===== src/rtl/hex_counter_pkg.sv =====
// Shared definitions for the hex rate counter: speed encodings and divider sizing helpers.
package hex_counter_pkg;

    typedef enum logic [1:0] {
        SPEED_FULL       = 2'b00,
        SPEED_1HZ        = 2'b01,
        SPEED_HALF_HZ    = 2'b10,
        SPEED_QUARTER_HZ = 2'b11
    } speed_e;

    // Wide enough to hold the slowest reload value, 4*clk_hz-1.
    function automatic int unsigned div_width(input int unsigned clk_hz);
        return $clog2(4 * clk_hz);
    endfunction

    function automatic int unsigned reload_value(input logic [1:0] speed,
                                                 input int unsigned clk_hz);
        int unsigned r;
        r = 0;
        unique case (speed)
            SPEED_FULL:       r = 0;
            SPEED_1HZ:        r = clk_hz - 1;
            SPEED_HALF_HZ:    r = 2 * clk_hz - 1;
            SPEED_QUARTER_HZ: r = 4 * clk_hz - 1;
        endcase
        return r;
    endfunction

endpackage


===== src/rtl/hex_digit_counter.sv =====
// One hex digit of the chained counter; carry_o flags that this and all lower digits are at
// their rollover value for the current direction.
module hex_digit_counter (
    input  logic       clk_i,
    input  logic       rst_ni,
    input  logic       step_i,
    input  logic       up_i,
    input  logic       load_i,
    input  logic [3:0] load_nibble_i,
    input  logic       carry_i,
    output logic       carry_o,
    output logic [3:0] nibble_o
);

    logic [3:0] nibble_d, nibble_q;

    always_comb begin
        nibble_d = nibble_q;
        if (load_i) begin
            nibble_d = load_nibble_i;
        end else if (step_i && carry_i) begin
            nibble_d = up_i ? (nibble_q + 4'd1) : (nibble_q - 4'd1);
        end
    end

    assign carry_o  = carry_i & (up_i ? (nibble_q == 4'hF) : (nibble_q == 4'h0));
    assign nibble_o = nibble_q;

    always_ff @(posedge clk_i or negedge rst_ni) begin
        if (!rst_ni) begin
            nibble_q <= 4'h0;
        end else begin
            nibble_q <= nibble_d;
        end
    end

endmodule


===== src/rtl/hex_rate_counter.sv =====
// Multi-digit hex counter stepped by a selectable-rate divider, with registered tick/wrap
// pulses for chaining.
module hex_rate_counter
    import hex_counter_pkg::*;
#(
    parameter int unsigned CLK_HZ = 50_000_000,
    parameter int unsigned DIGITS = 4
) (
    input  logic                  CLOCK_50,
    input  logic                  resetn,
    input  logic                  enable,
    input  logic [1:0]            speed,
    input  logic                  up,
    input  logic                  load,
    input  logic [4*DIGITS-1:0]   load_value,
    output logic [4*DIGITS-1:0]   count,
    output logic                  tick,
    output logic                  wrap
);

    localparam int unsigned DivW = div_width(CLK_HZ);

    logic [DivW-1:0] div_d, div_q;
    logic [DivW-1:0] div_eff;
    logic [DivW-1:0] reload_cur;
    logic [1:0]      speed_d, speed_q;
    logic            tick_d, tick_q;
    logic            wrap_d, wrap_q;
    logic            init_d, init_q;
    logic            speed_chg;
    logic            step;
    logic [DIGITS:0] carry;

    assign reload_cur = DivW'(reload_value(speed, CLK_HZ));

    // On the first edge after reset the divider behaves as if it had been loaded with
    // reload(speed) at release, and the speed history is not yet meaningful.
    assign div_eff   = init_q ? reload_cur : div_q;
    assign speed_chg = !init_q && (speed != speed_q);

    always_comb begin
        div_d   = div_eff;
        speed_d = speed;
        init_d  = 1'b0;
        tick_d  = 1'b0;
        wrap_d  = 1'b0;
        step    = 1'b0;
        if (load) begin
            div_d = reload_cur;
        end else if (speed_chg) begin
            div_d = reload_cur;
        end else if (enable) begin
            if (div_eff == '0) begin
                step   = 1'b1;
                div_d  = reload_cur;
                tick_d = 1'b1;
                wrap_d = carry[DIGITS];
            end else begin
                div_d = div_eff - DivW'(1);
            end
        end
    end

    assign carry[0] = 1'b1;

    for (genvar g = 0; g < DIGITS; g++) begin : g_digit
        hex_digit_counter u_digit (
            .clk_i        (CLOCK_50),
            .rst_ni       (resetn),
            .step_i       (step),
            .up_i         (up),
            .load_i       (load),
            .load_nibble_i(load_value[4*g +: 4]),
            .carry_i      (carry[g]),
            .carry_o      (carry[g+1]),
            .nibble_o     (count[4*g +: 4])
        );
    end

    always_ff @(posedge CLOCK_50 or negedge resetn) begin
        if (!resetn) begin
            div_q   <= '0;
            speed_q <= 2'b00;
            tick_q  <= 1'b0;
            wrap_q  <= 1'b0;
            init_q  <= 1'b1;
        end else begin
            div_q   <= div_d;
            speed_q <= speed_d;
            tick_q  <= tick_d;
            wrap_q  <= wrap_d;
            init_q  <= init_d;
        end
    end

    assign tick = tick_q;
    assign wrap = wrap_q;

endmodule


===== config.mk =====
export PLATFORM = sky130hd
export DESIGN_NAME = hex_rate_counter
export DESIGN_NICKNAME = d
export VERILOG_FILES = /design/src/rtl/hex_counter_pkg.sv /design/src/rtl/hex_digit_counter.sv /design/src/rtl/hex_rate_counter.sv
export SDC_FILE = /design/constraint.sdc
export NUM_CORES = 1
export LEC_CHECK = 0
export ABC_AREA = 1
export CAP_MARGIN = 10
export CORE_ASPECT_RATIO = 1.2
export CORE_MARGIN = 3
export CORE_UTILIZATION = 50
export CTS_CLUSTER_SIZE = 12
export DETAILED_ROUTE_END_ITERATION = 12
export GPL_TIMING_DRIVEN = 0
export PLACE_DENSITY = 0.71
export SETUP_SLACK_MARGIN = 0.15
export SYNTH_ARGS = -nofsm -noshare
export SYNTH_HDL_FRONTEND = slang
export SYNTH_SLANG_ARGS = --single-unit

===== constraint.sdc =====
create_clock -name CLOCK_50 -period 3.4 [get_ports CLOCK_50]
set_input_delay 0.68 -clock CLOCK_50 [delete_from_list [all_inputs] [get_ports CLOCK_50]]
set_output_delay 0.68 -clock CLOCK_50 [all_outputs]
set_load 0.01 [all_outputs]

# After elaboration in Yosys (flattened, before gate mapping)
# Index checks and enable logic that the tools add are counted.
# word_totals
regBits,49
output_inout_bits,18
inputBits,23
word_cells,74
# op_classes
bitwise,3
add_sub_neg,9
n_mux,30
n_reduce_logical,15
eq_ne,8
# op_table
operator,n
28-bit 2-to-1 mux,5
28-bit case mux with 4 select lines,1
4-bit 2-to-1 mux,12
28-bit zero test,1
28-bit by 1-bit subtractor with 28-bit output (second input constant),1
4-bit by 1-bit adder with 4-bit output (second input constant),4
4-bit == test (second input constant),4
4-bit zero test,4
4-bit by 1-bit subtractor with 4-bit output (second input constant),4
1-bit 2-to-1 mux,12
2-bit nonzero test,4
2-bit == test (second input constant),2
1-bit logical AND,4
1-bit bitwise AND,3
2-bit by 1-bit == test with 1-bit output (second input constant),1
2-bit zero test,1
2-bit inequality test,1
1-bit zero test,1

# Depth between registers and ports, before layout
# logic_depth
word_depth,11
depth_mapped,20
mapped_depth_nobuf,19

# Modules after synthesis
# A second synthesis with hierarchy kept.
# unflattened
cells_unflattened,669
hier_area_um2,4270.3
# modules_own_cells
module,area_per_inst_um2,seq_area_each_um2,cells_per_inst,n_inst
hex_rate_counter,2954.1,827.0,479,1
hex_digit_counter at g_digit[1].u_digit ...,331.6,100.1,48,2
hex_digit_counter at g_digit[0].u_digit ...,326.6,100.1,47,2

# Worst setup path before layout
# Ideal clock, no wire load.
# synth_timing
kind,input to register
start,in speed[0]
end,reg g_digit[2].u_digit.nibble_q[2]
n_path_buf,1
path_stages,17
setup_time_ns,0.125
arrival_time_ns,2.691
setup_slack_ns,0.585
t_required_ns,3.275
cell_sequence,inv_1 -> ha_1 -> inv_1 -> nand2_2 -> buf_4 -> nand2_1 -> inv_1 -> ha_1 -> inv_1 -> nor2_2 -> nand3_1 -> nor2_4 -> nand3_4 -> nor3_4 -> nand2_4 -> nand3_1 -> nand3_1
# synth_via
elab_chain_len,10
word_cells_on_any_way,15
classes_between,4 x eq/ne; 6 x mux; 5 x reduce/logical
# synth_rtl
element,line,rtl
from (decl),hex_rate_counter.sv:12,"input logic [1:0] speed,"
"2-bit == test, or another cell as far along",hex_counter_pkg.sv:20,unique case (speed)
28-bit case mux with 4 select lines,hex_counter_pkg.sv:20,
28-bit 2-to-1 mux,hex_rate_counter.sv:38,assign div_eff = init_q ? reload_cur : div_q;
28-bit zero test,hex_rate_counter.sv:53,if (div_eff == '0) begin
1-bit 2-to-1 mux,hex_rate_counter.sv:53,
1-bit 2-to-1 mux,hex_rate_counter.sv:52,end else if (enable) begin
1-bit 2-to-1 mux *,hex_rate_counter.sv:50,end else if (speed_chg) begin
1-bit 2-to-1 mux *,hex_rate_counter.sv:48,if (load) begin
via g_digit[0].u_digit.step_i,hex_digit_counter.sv:6,"input logic step_i,"
1-bit logical AND *,hex_digit_counter.sv:21,end else if (step_i && carry_i) begin
2-bit nonzero test (no line) *,n/a,
to (signal assigned),hex_digit_counter.sv:33,nibble_q <= nibble_d;
to (decl),hex_digit_counter.sv:15,"logic [3:0] nibble_d, nibble_q;"
# The timed path passes the listed nets; every way through them passes the cells marked *. The select of a mux whose other input is x is not followed.
# A chain may end at the register's enable or synchronous reset.

# Worst setup path in the final report
# layout_timing
start,in speed[0]
end,reg g_digit[2].u_digit.nibble_q[3]
# The elaborated chain is that of the path after synthesis.

==> impl_metrics.toml <==
[synthesis]
synth_edf_count = 0
mappedNetlistArea_um2 = 4180
synth_fp_nets = 699
ys_seq_area_frac = 0.293
synth_area_per_cell_um2 = 6.38
synth_ff_type = "dfrtp_1"
syn-instance-count = 656
async_flop_share = 1.00
netlist_top_cells_count = "nand2_1 (226), nor2_1 (76), inv_1 (72)"
ys_warn_count = 0
synth_most_common_cell = "nand2_1"
yosys-top-cells-area = "dfrtp_1 (29%), nand2_1 (20%), nor2_1 (6.8%)"
yosys.cell_types.count = 40
yosys.area.top_type_share = 0.287
ys_seq_elements = 49
synth_top_area_cell = "dfrtp_1"

[floorplanning]
die_x_um = 89.5
std_cell_rows = 35
start_util = 0.528
dieArea_um2 = 9510
num_io_pins = 41
die_h_um = 106
core_area_um2 = 7930

[cells_and_area]
drive_above_1_share = 0.0846
utilization = 0.619
post-route-cell-area_um2 = 4900
nets = 751
n_antenna_cell = 0
syn_to_final_growth_pct = 17.2
stdcell_count = 820

[power_and_ir_drop]
p_leak_nw = 2.54
finalPower_mw = 1.69
powerDensity_nw_per_um2 = 346
vdd_drop_max_mv = 0.267

[sta]
holdWs_ns = 0.260
tightest_slew_ns = 0.664
min_period_ns = 3.15
max_freq_mhz = 318
slew_headroom = 0.557
worst_slack_ns = 0.254
fin_tns_setup_ns = 0
hold_viol_final = 0
clock_skew_ns = 0.0185
timing.final.crit_share = 0.925
setup_viol_count_final = 0
final-max-slew-violation-count = 0
grt_setup_unrepaired = "no"

[placed_design]
place_area_um2 = 4720
dp_slack_ns = -0.773
dp.cells = 806
gp_congestion = 0.992
post-dp-hpwl_um = 9970
port_buffers = 38

[cts]
clk_transition_reported_paths_ns = 0.11
cts_tree = "built"
clock_latency_ns = 0.32
clock_sinks = 49
cts_htree_levels = 2
hold_buffers = 0
cts_buffers = 5
clockBufferDepth = 2
cts.root.buffer_cell = "clkbuf_8"

[critical_path]
cp.arrival_ns = 3.35
cp-startpoint = "speed[0]"
worstRegToRegCells = 18
slowest_stage = "dlygate4sd2_1"
path_cells = "dlygate4sd2_1 -> inv_2 -> ha_4 -> inv_1 -> nand2_2 -> buf_6 -> nand2_1 -> inv_1 -> ha_1 -> inv_1 -> nor2_2 -> nand3_1 -> nor2_4 -> nand3_4 -> nor3_4 -> buf_12 -> nand2_4 -> nand3_1 -> nand3_1"
path_class = "input pin to flip-flop"
cp.depth = 19
required_ns = 3.60
critPathMaxFanout = 10
r2r-start = "init_q"
crit_family = "simple AND/OR/NAND/NOR gates"
crit_buf_inv = 7
cp-start-kind = "input pin"
cp-end-kind = "flip-flop"
cp_slowest_stage_delay_ns = 0.31

[drt]
wl_per_cell_um = 15.9
viasPerCell = 5.49
first_pass_iters = 6
vias = 4505
wirelength_um = 13000
drtIter0Drc = 355
drtAntennaViolNets = 0
drc_errors = 0

[global_routing]
grt_max_degree = 36
grt_pass1_wl_um = 20600
use_met1 = 0.345
antenna_found_initial = 0
grt_usage = 0.282
grt.busiest_layer = "met2"
first_global_vias = 4187
use_met2 = 0.503
overflow = 0
use_met3 = 0.0364

[flow_run]
drv_cap = 0

[run_status]
status = "finished clean"

[worst_hold_path]
min_path_type = "input pin to asynchronous set/reset pin"
==> cells in the final DEF (no fill, tap or decap), types with 2 or more instances in the layout <==
master           Yosys  layout
a21oi_1             27      27
a31oi_1              2       2
buf_12               0       2
buf_4                1       6
buf_6                6       7
clkbuf_1            11      10
clkbuf_8             0       6
clkdlybuf4s50_1      0      35
dfrtp_1             48      48
fa_1                 4       4
ha_1                16      15
inv_1               72      70
inv_2                2       4
nand2_1            226     225
nand2_2              5       6
nand3_1             53      53
nand4_1              7       7
nor2_1              76      74
nor2_2               8      10
nor2_4               3       3
nor3_1               7       7
nor4_1               2       2
o21ai_0             41      41
o21ai_1              4       4
o21ai_2              3       2
o21ai_4              1       2
xnor2_1              7       7
xor2_1               9       9
==> final timing paths <==
check / to / slack, ns
setup / recovery: g_digit[2].u_digit.nibble_o[3] / 0.25
hold / removal: div_q[25] / 0.26
setup reg to reg: g_digit[2].u_digit.nibble_o[3] / 0.51
hold reg to reg: g_digit[0].u_digit.nibble_o[3] / 0.61
max in group asynchronous: init_q / 2.56
min in group CLOCK_50: speed_q[1] / 0.57
==> flip-flops by register name, indices dropped and copies added (netlist names) <==
name,cells
div_q,28
g_digit.u_digit.nibble_o,16
speed_q,2
init_q,1
tick,1
wrap,1
==> power by group <==
group	internal (mW)	total [mW]	switching (mW)
Combinational	0.232	0.599	0.367
Sequential	0.644	0.699	0.0543
Clock	0.170	0.397	0.227
==> metal layers <==
metal  up-vias  wire length, um
met5         -                0
met4         0              412
met3        35              700
met2       180             6630
met1      2105             5280
li1       2185                -
==> timing repair <==
action / in CTS / in global routing
resized for setup: 11 / 5
endpoints found under the setup margin: 46 / 35
buffers inserted: 2 / 4
pin swaps: 1 / 2
==> logic make-up after synthesis <==
logic type | after synthesis | synth area share
xor gates and xnor gates | 16 | 0.0335
buffers and inverters | 95 | 0.0975
DFF | 49 | 0.293
AOI/OAI and AO/OA | 82 | 0.107
and+or+nand+nor | 393 | 0.401
adders and majority gates | 20 | 0.0670
other | 1 | 0.000896
==> area by class of cell <==
type | count | area (um^2)
Clock inverter | 2 | 17.5
Tap cell | 111 | 139
Multi-Input combinational cell | 512 | 2580
Sequential cell | 49 | 1230
Inverter | 76 | 288
Clock buffer | 6 | 82.6
Buffer | 19 | 128
Timing Repair Buffer | 45 | 447
Fill cell | 802 | 3020
No activity file was read; power rests on OpenSTA's default activity.
==> RTL change 1, RTL diff (same flow settings) <==
Remove the register `tick_q`: a continuous assignment takes its place, so the output `tick` follows one clock earlier.
--- a/src/rtl/hex_rate_counter.sv
+++ b/src/rtl/hex_rate_counter.sv
@@ -81,17 +81,17 @@
         if (!resetn) begin
             div_q   <= '0;
             speed_q <= 2'b00;
-            tick_q  <= 1'b0;
             wrap_q  <= 1'b0;
             init_q  <= 1'b1;
         end else begin
             div_q   <= div_d;
             speed_q <= speed_d;
-            tick_q  <= tick_d;
             wrap_q  <= wrap_d;
             init_q  <= init_d;
         end
     end
+
+    assign tick_q = tick_d;
 
     assign tick = tick_q;
     assign wrap = wrap_q;
Function: changed (Yosys sat finds a counterexample within 4 cycles, from zero or initial values and one cycle with resetn low).
==> RTL change 1 against the unedited design <==
- design area is 3.4% higher
- total power is 4.2% higher
- register-to-register slack better by 0.04 ns
- cell count is 0.49% lower
- non-clock buffer count is 16 higher
- sequential cell count is 1 lower
- wire length is 1.9% higher
- worst hold slack better by 0.049 ns
- core utilization is 2.5 points higher
- largest cell class unchanged
- synthesized area is 0.60% lower
- fmax is 1.1% lower
- setup slack worse by 0.036 ns
- count of clock-buffer cells in the layout is 1 lower
==> RTL change 1: results (changes against the unedited design) <==
| Metric | Value |
|---|---|
| Worst-Margin Slew | `0.660 ns (was 0.664 ns)` |
| Met3 Use GR | `3.41% (was 3.64%)` |
| Largest net degree at the start of global routing | `31 (was 36)` |
| Final Wtd Congestion | `1.01 (was 0.992)` |
| Pleak | `0.00261 µW (was 0.00254 µW)` |
| EDFF count, synth | `0 (unchanged)` |
| Number of global-route vias before repair | `4376 (was 4187)` |
| Clock slew at reported path FFs | `0.10 ns` |
| TritonCTS Buffers | `5 (unchanged)` |
| Wl on met1 | `5.25 mm (was 5.28 mm)` |
| Biggest register | `div_q (unchanged)` |
| Critical path data arrival time | `2.50 ns (was 3.35 ns)` |
| Routed len/inst | `16.3 µm (was 15.9 µm)` |
| Largest register FFs | `28 (unchanged)` |
| GR Util met1 | `34.0% (was 34.5%)` |
| Net Count, Synth | `698 (was 699)` |
| Final wirelength | `13.3 mm (was 13.0 mm)` |
| Met2 Routed Length | `6.87 mm (was 6.63 mm)` |
| Met3 WL | `720 µm (was 700 µm)` |
| Clk_skew | `0.00853 ns (was 0.0185 ns)` |
| Port Buffer Count | `38 (unchanged)` |
| Area contributors post-synth | `dfrtp_1 28%, nand2_1 20%, nor2_1 6.9%, inv_1 6.5%, nand3_1 6.4% (was dfrtp_1 29%, nand2_1 20%, nor2_1 6.8%, inv_1 6.5%, nand3_1 6.3%)` |
| Dpl hpwl | `9.74 mm (was 9.97 mm)` |
| Final net count | `766 (was 751)` |
| DRT iter0 DRCs | `357 (was 355)` |
| Mapped Cells | `655 (was 656)` |
| Vias per Instance | `5.49 (about the same)` |
| Layout cells sized above 1 | `13.5% (was 8.46%)` |
| Run status | `finished, final reports clean (unchanged)` |
| Area post-placement | `4670 µm² (was 4720 µm²)` |
| Top post-synthesis cells by count | `226 x nand2_1, 76 x nor2_1, 72 x inv_1 (unchanged)` |
| Initial antenna violation count | `0 (unchanged)` |
| Crit-path max FO | `6 (was 10)` |
| Dpl ws | `-1.54 ns (was -0.773 ns)` |
| Grt met2 use | `50.8% (was 50.3%)` |
| Maximum VDD drop | `0.000203 V (was 0.000267 V)` |
| First-pass GRT wire length | `21.2 mm (was 20.6 mm)` |
| Total Routing Usage GR | `29.0% (was 28.2%)` |
| Clock tree root buffer cell | `clkbuf_8 (unchanged)` |
| Share of the yosys chip area belonging to registers | `28.9% (was 29.3%)` |
| Placed cells | `786 (was 806)` |
| Fillers | `770 (was 802)` |
[RTL change 1: kinds of logic after synthesis]
group / share of synthesized area, %
DFF: 28.9
adders and majority gates: 6.74
and+or+nand+nor: 40.3
other: 0.0902
xor gates and xnor gates: 3.37
buffers and inverters: 9.81
AOI/OAI and AO/OA: 10.7
[RTL change 1: layout make-up]
cell class | instances | area [µm²] | area share (%)
Timing Repair Buffer | 61 | 551 | 10.9
Multi-Input combinational cell | 512 | 2670 | 52.5
Clock buffer | 5 | 68.8 | 1.36
Clock inverter | 3 | 42.5 | 0.838
Tap cell | 92 | 115 | 2.27
Buffer | 19 | 139 | 2.74
Sequential cell | 48 | 1200 | 23.7
Inverter | 76 | 290 | 5.72
[RTL change 1: repair_timing]
| item | 4_1_cts | 5_1_grt |
|---|---|---|
| pin swaps | 10 | 7 |
| setup buffers | 15 | 7 |
| setup endpoints to repair | 46 | 1 |
| hold buffers | 0 | 0 |
| gates resized for setup | 38 | 18 |
[RTL change 1: where the power goes]
group	internal [µW]	switching, µW
logic	258	382
clock network	218	219
registers	633	56.7
[RTL change 1: final timing paths]
check	from	endpoint	slack [ns]	cells after the start
worst max-delay path	speed[0]	tick	0.22	13
worst min-delay path	resetn	div_q[20]	0.31	1
worst max register to register	init_q	div_q[22]	0.55	18
worst min register to register	g_digit[2].u_digit.nibble_o[3]	g_digit[2].u_digit.nibble_o[3]	0.60	2
max in group asynchronous	resetn	init_q	2.50	2
min in group CLOCK_50	speed[0]	speed_q[0]	0.56	1
[RTL change 1: critical path: stages]
cell,delay [ns]
clkbuf_4,0.15
inv_2,0.09
ha_4,0.16
buf_4,0.16
nand2_1,0.12
o21ai_2,0.14
nand2_1,0.13
nor2_2,0.15
nand2_1,0.11
nor2_4,0.13
nand3_4,0.10
nor3_4,0.19
buf_2,0.18
==> RTL change 2, RTL diff (same flow settings) <==
Made on the original files. Change the parameter `CLK_HZ` from 50_000_000 to 200_000_000.
--- a/src/rtl/hex_rate_counter.sv
+++ b/src/rtl/hex_rate_counter.sv
@@ -3,7 +3,7 @@
 module hex_rate_counter
     import hex_counter_pkg::*;
 #(
-    parameter int unsigned CLK_HZ = 50_000_000,
+    parameter int unsigned CLK_HZ = 200_000_000,
     parameter int unsigned DIGITS = 4
 ) (
     input  logic                  CLOCK_50,
Formal check against the unedited RTL: no difference found for any inputs over 4 cycles, from zero or initial values and one cycle with resetn low; that may be too few to reach the edited logic, so the function may still have changed.
==> RTL change 2 against the unedited design <==
- synthesized area grew 4.3%
- clock skew shrank 0.0069 ns
- setup slack gained 0.13 ns
- design area grew 3.8%
- total power grew 4.1%
- sequential power grew 4.7%
- non-clock buffer count is the same
- global-route usage shrank 2.3 points
- sequential cell count grew 2
- wire length shrank 4.1%
- clock power shrank 2%
- largest power group unchanged
==> RTL change 2: results (changes against the unedited design) <==
| Metric | Value |
|---|---|
| Clk_skew | `0.0116 ns (was 0.0185 ns)` |
| Met3 WL | `843 µm (was 700 µm)` |
| Final net count | `761 (was 751)` |
| Final Wtd Congestion | `0.930 (was 0.992)` |
| Top post-synthesis cells by count | `236 x nand2_1, 65 x inv_1, 57 x nand3_1 (was 226 x nand2_1, 76 x nor2_1, 72 x inv_1)` |
| Run status | `finished, final reports clean (unchanged)` |
| Top cell type's share of synthesized area | `28.7% (about the same)` |
| Share of the yosys chip area belonging to registers | `29.3% (about the same)` |
| Largest net degree at the start of global routing | `29 (was 36)` |
| Dpl hpwl | `9.50 mm (was 9.97 mm)` |
| Critical path's slowest cell | `nor2_4 (was dlygate4sd2_1)` |
| Area contributors post-synth | `dfrtp_1 29%, nand2_1 20%, nand3_1 6.5%, inv_1 5.6%, nor2_1 4.6% (was dfrtp_1 29%, nand2_1 20%, nor2_1 6.8%, inv_1 6.5%, nand3_1 6.3%)` |
| Critical Path Max Stage Delay | `0.23 ns (was 0.31 ns)` |
| Largest register FFs | `30 (was 28)` |
| Area post-placement | `4900 µm² (was 4720 µm²)` |
| DRT iter0 DRCs | `350 (was 355)` |
| Wl on met1 | `4.91 mm (was 5.28 mm)` |
| Vias per Instance | `5.37 (was 5.49)` |
| Routed via count | `4476 (was 4505)` |
| R2R Setup Slk | `0.61 ns (was 0.51 ns)` |
| Worst-Margin Slew | `0.619 ns (was 0.664 ns)` |
| Placed cells | `819 (was 806)` |
| Final wirelength | `12.5 mm (was 13.0 mm)` |
| Worst R2R End | `div_q[26] (was g_digit[2].u_digit.nibble_o[3])` |
| Number of global-route vias before repair | `4374 (was 4187)` |
| Net Count, Synth | `709 (was 699)` |
| Total Routing Usage GR | `25.8% (was 28.2%)` |
-- RTL change 2: cell types whose count changed after synthesis, sizes merged, moves of 3 or more --
cell,change
nand2,+19
nor2,-15
o21ai,-15
nand3,+9
a21oi,+6
nor3,-4
xor2,+4
inv,-3
-- RTL change 2: how the worst max path moves through the flow --
stage / from / end
final: speed[0] / div_q[26]
after detailed placement: speed[0] / div_q[29]
after floorplan: speed[0] / g_digit[0].u_digit.nibble_o[2]
after global placement: speed[0] / div_q[29]
after global routing: speed[0] / div_q[26]
after CTS: speed[0] / g_digit[0].u_digit.nibble_o[2]
-- RTL change 2: timing repair --
item / in CTS / in global routing
resized for setup: 11 / 7
hold buffers: 0 / 0
endpoints found under the setup margin: 48 / 41
buffers inserted: 2 / 4
pin swaps: 2 / 3
hold endpoints to repair: 0 / 0
-- RTL change 2: layer usage --
layer	global-route usage [%]	vias to the layer above
met5	0	-
met4	11.3	0
met3	4.87	39
met2	46.9	160
met1	29.6	2066
li1	-	2211
-- RTL change 2: cell type report --
type | instances | share of cell area (%)
Clock inverter | 2 | 0.320
Inverter | 74 | 5.46
Clock buffer | 6 | 1.62
Tap cell | 114 | 2.80
Timing Repair Buffer | 45 | 8.70
Sequential cell | 51 | 25.1
Multi-Input combinational cell | 522 | 53.9
Buffer | 19 | 2.09
-- RTL change 2: cells by family (layout without fill, tap and decap cells) --
kind of cell	after synthesis	in the layout	share of synthesized area (%)
AOI/OAI and AO/OA	72	72	8.60
xor gates and xnor gates	21	21	4.21
adders and majority gates	20	20	6.42
buffers and inverters	93	146	8.66
DFF	51	51	29.3
muxes	1	1	0.258
other	1	1	0.0859
and+or+nand+nor	407	407	42.5
-- RTL change 2: per-stage QoR --
step,hold WS (ns),util [%]
floorplan,0.384,-
global placement,0.538,59.0
detailed placement,0.544,59.2
CTS,0.384,61.0
global route,0.404,61.4
finish,0.361,61.4
-- RTL change 2: power by group --
| part | internal [µW] | switching (µW) | leakage, µW |
|---|---|---|---|
| registers | 672 | 60.2 | 0.000607 |
| clock network | 167 | 224 | 0.0000474 |
| logic | 256 | 384 | 0.00202 |
-- RTL change 2: worst register-to-register path: stages, from the launching register on --
cell and delay [ns]:
dfstp_2 0.60, inv_2 0.07, buf_2 0.21, nand2_1 0.11, nand2_1 0.09, inv_1 0.07, ha_2 0.22, nand2_1 0.08
nor2_2 0.14, nand3_2 0.15, nor2_4 0.23, buf_12 0.14, nand3_4 0.15, nand2_2 0.13, o21ai_0 0.11, nand2_1 0.10
nand2_1 0.06, nand2_1 0.08
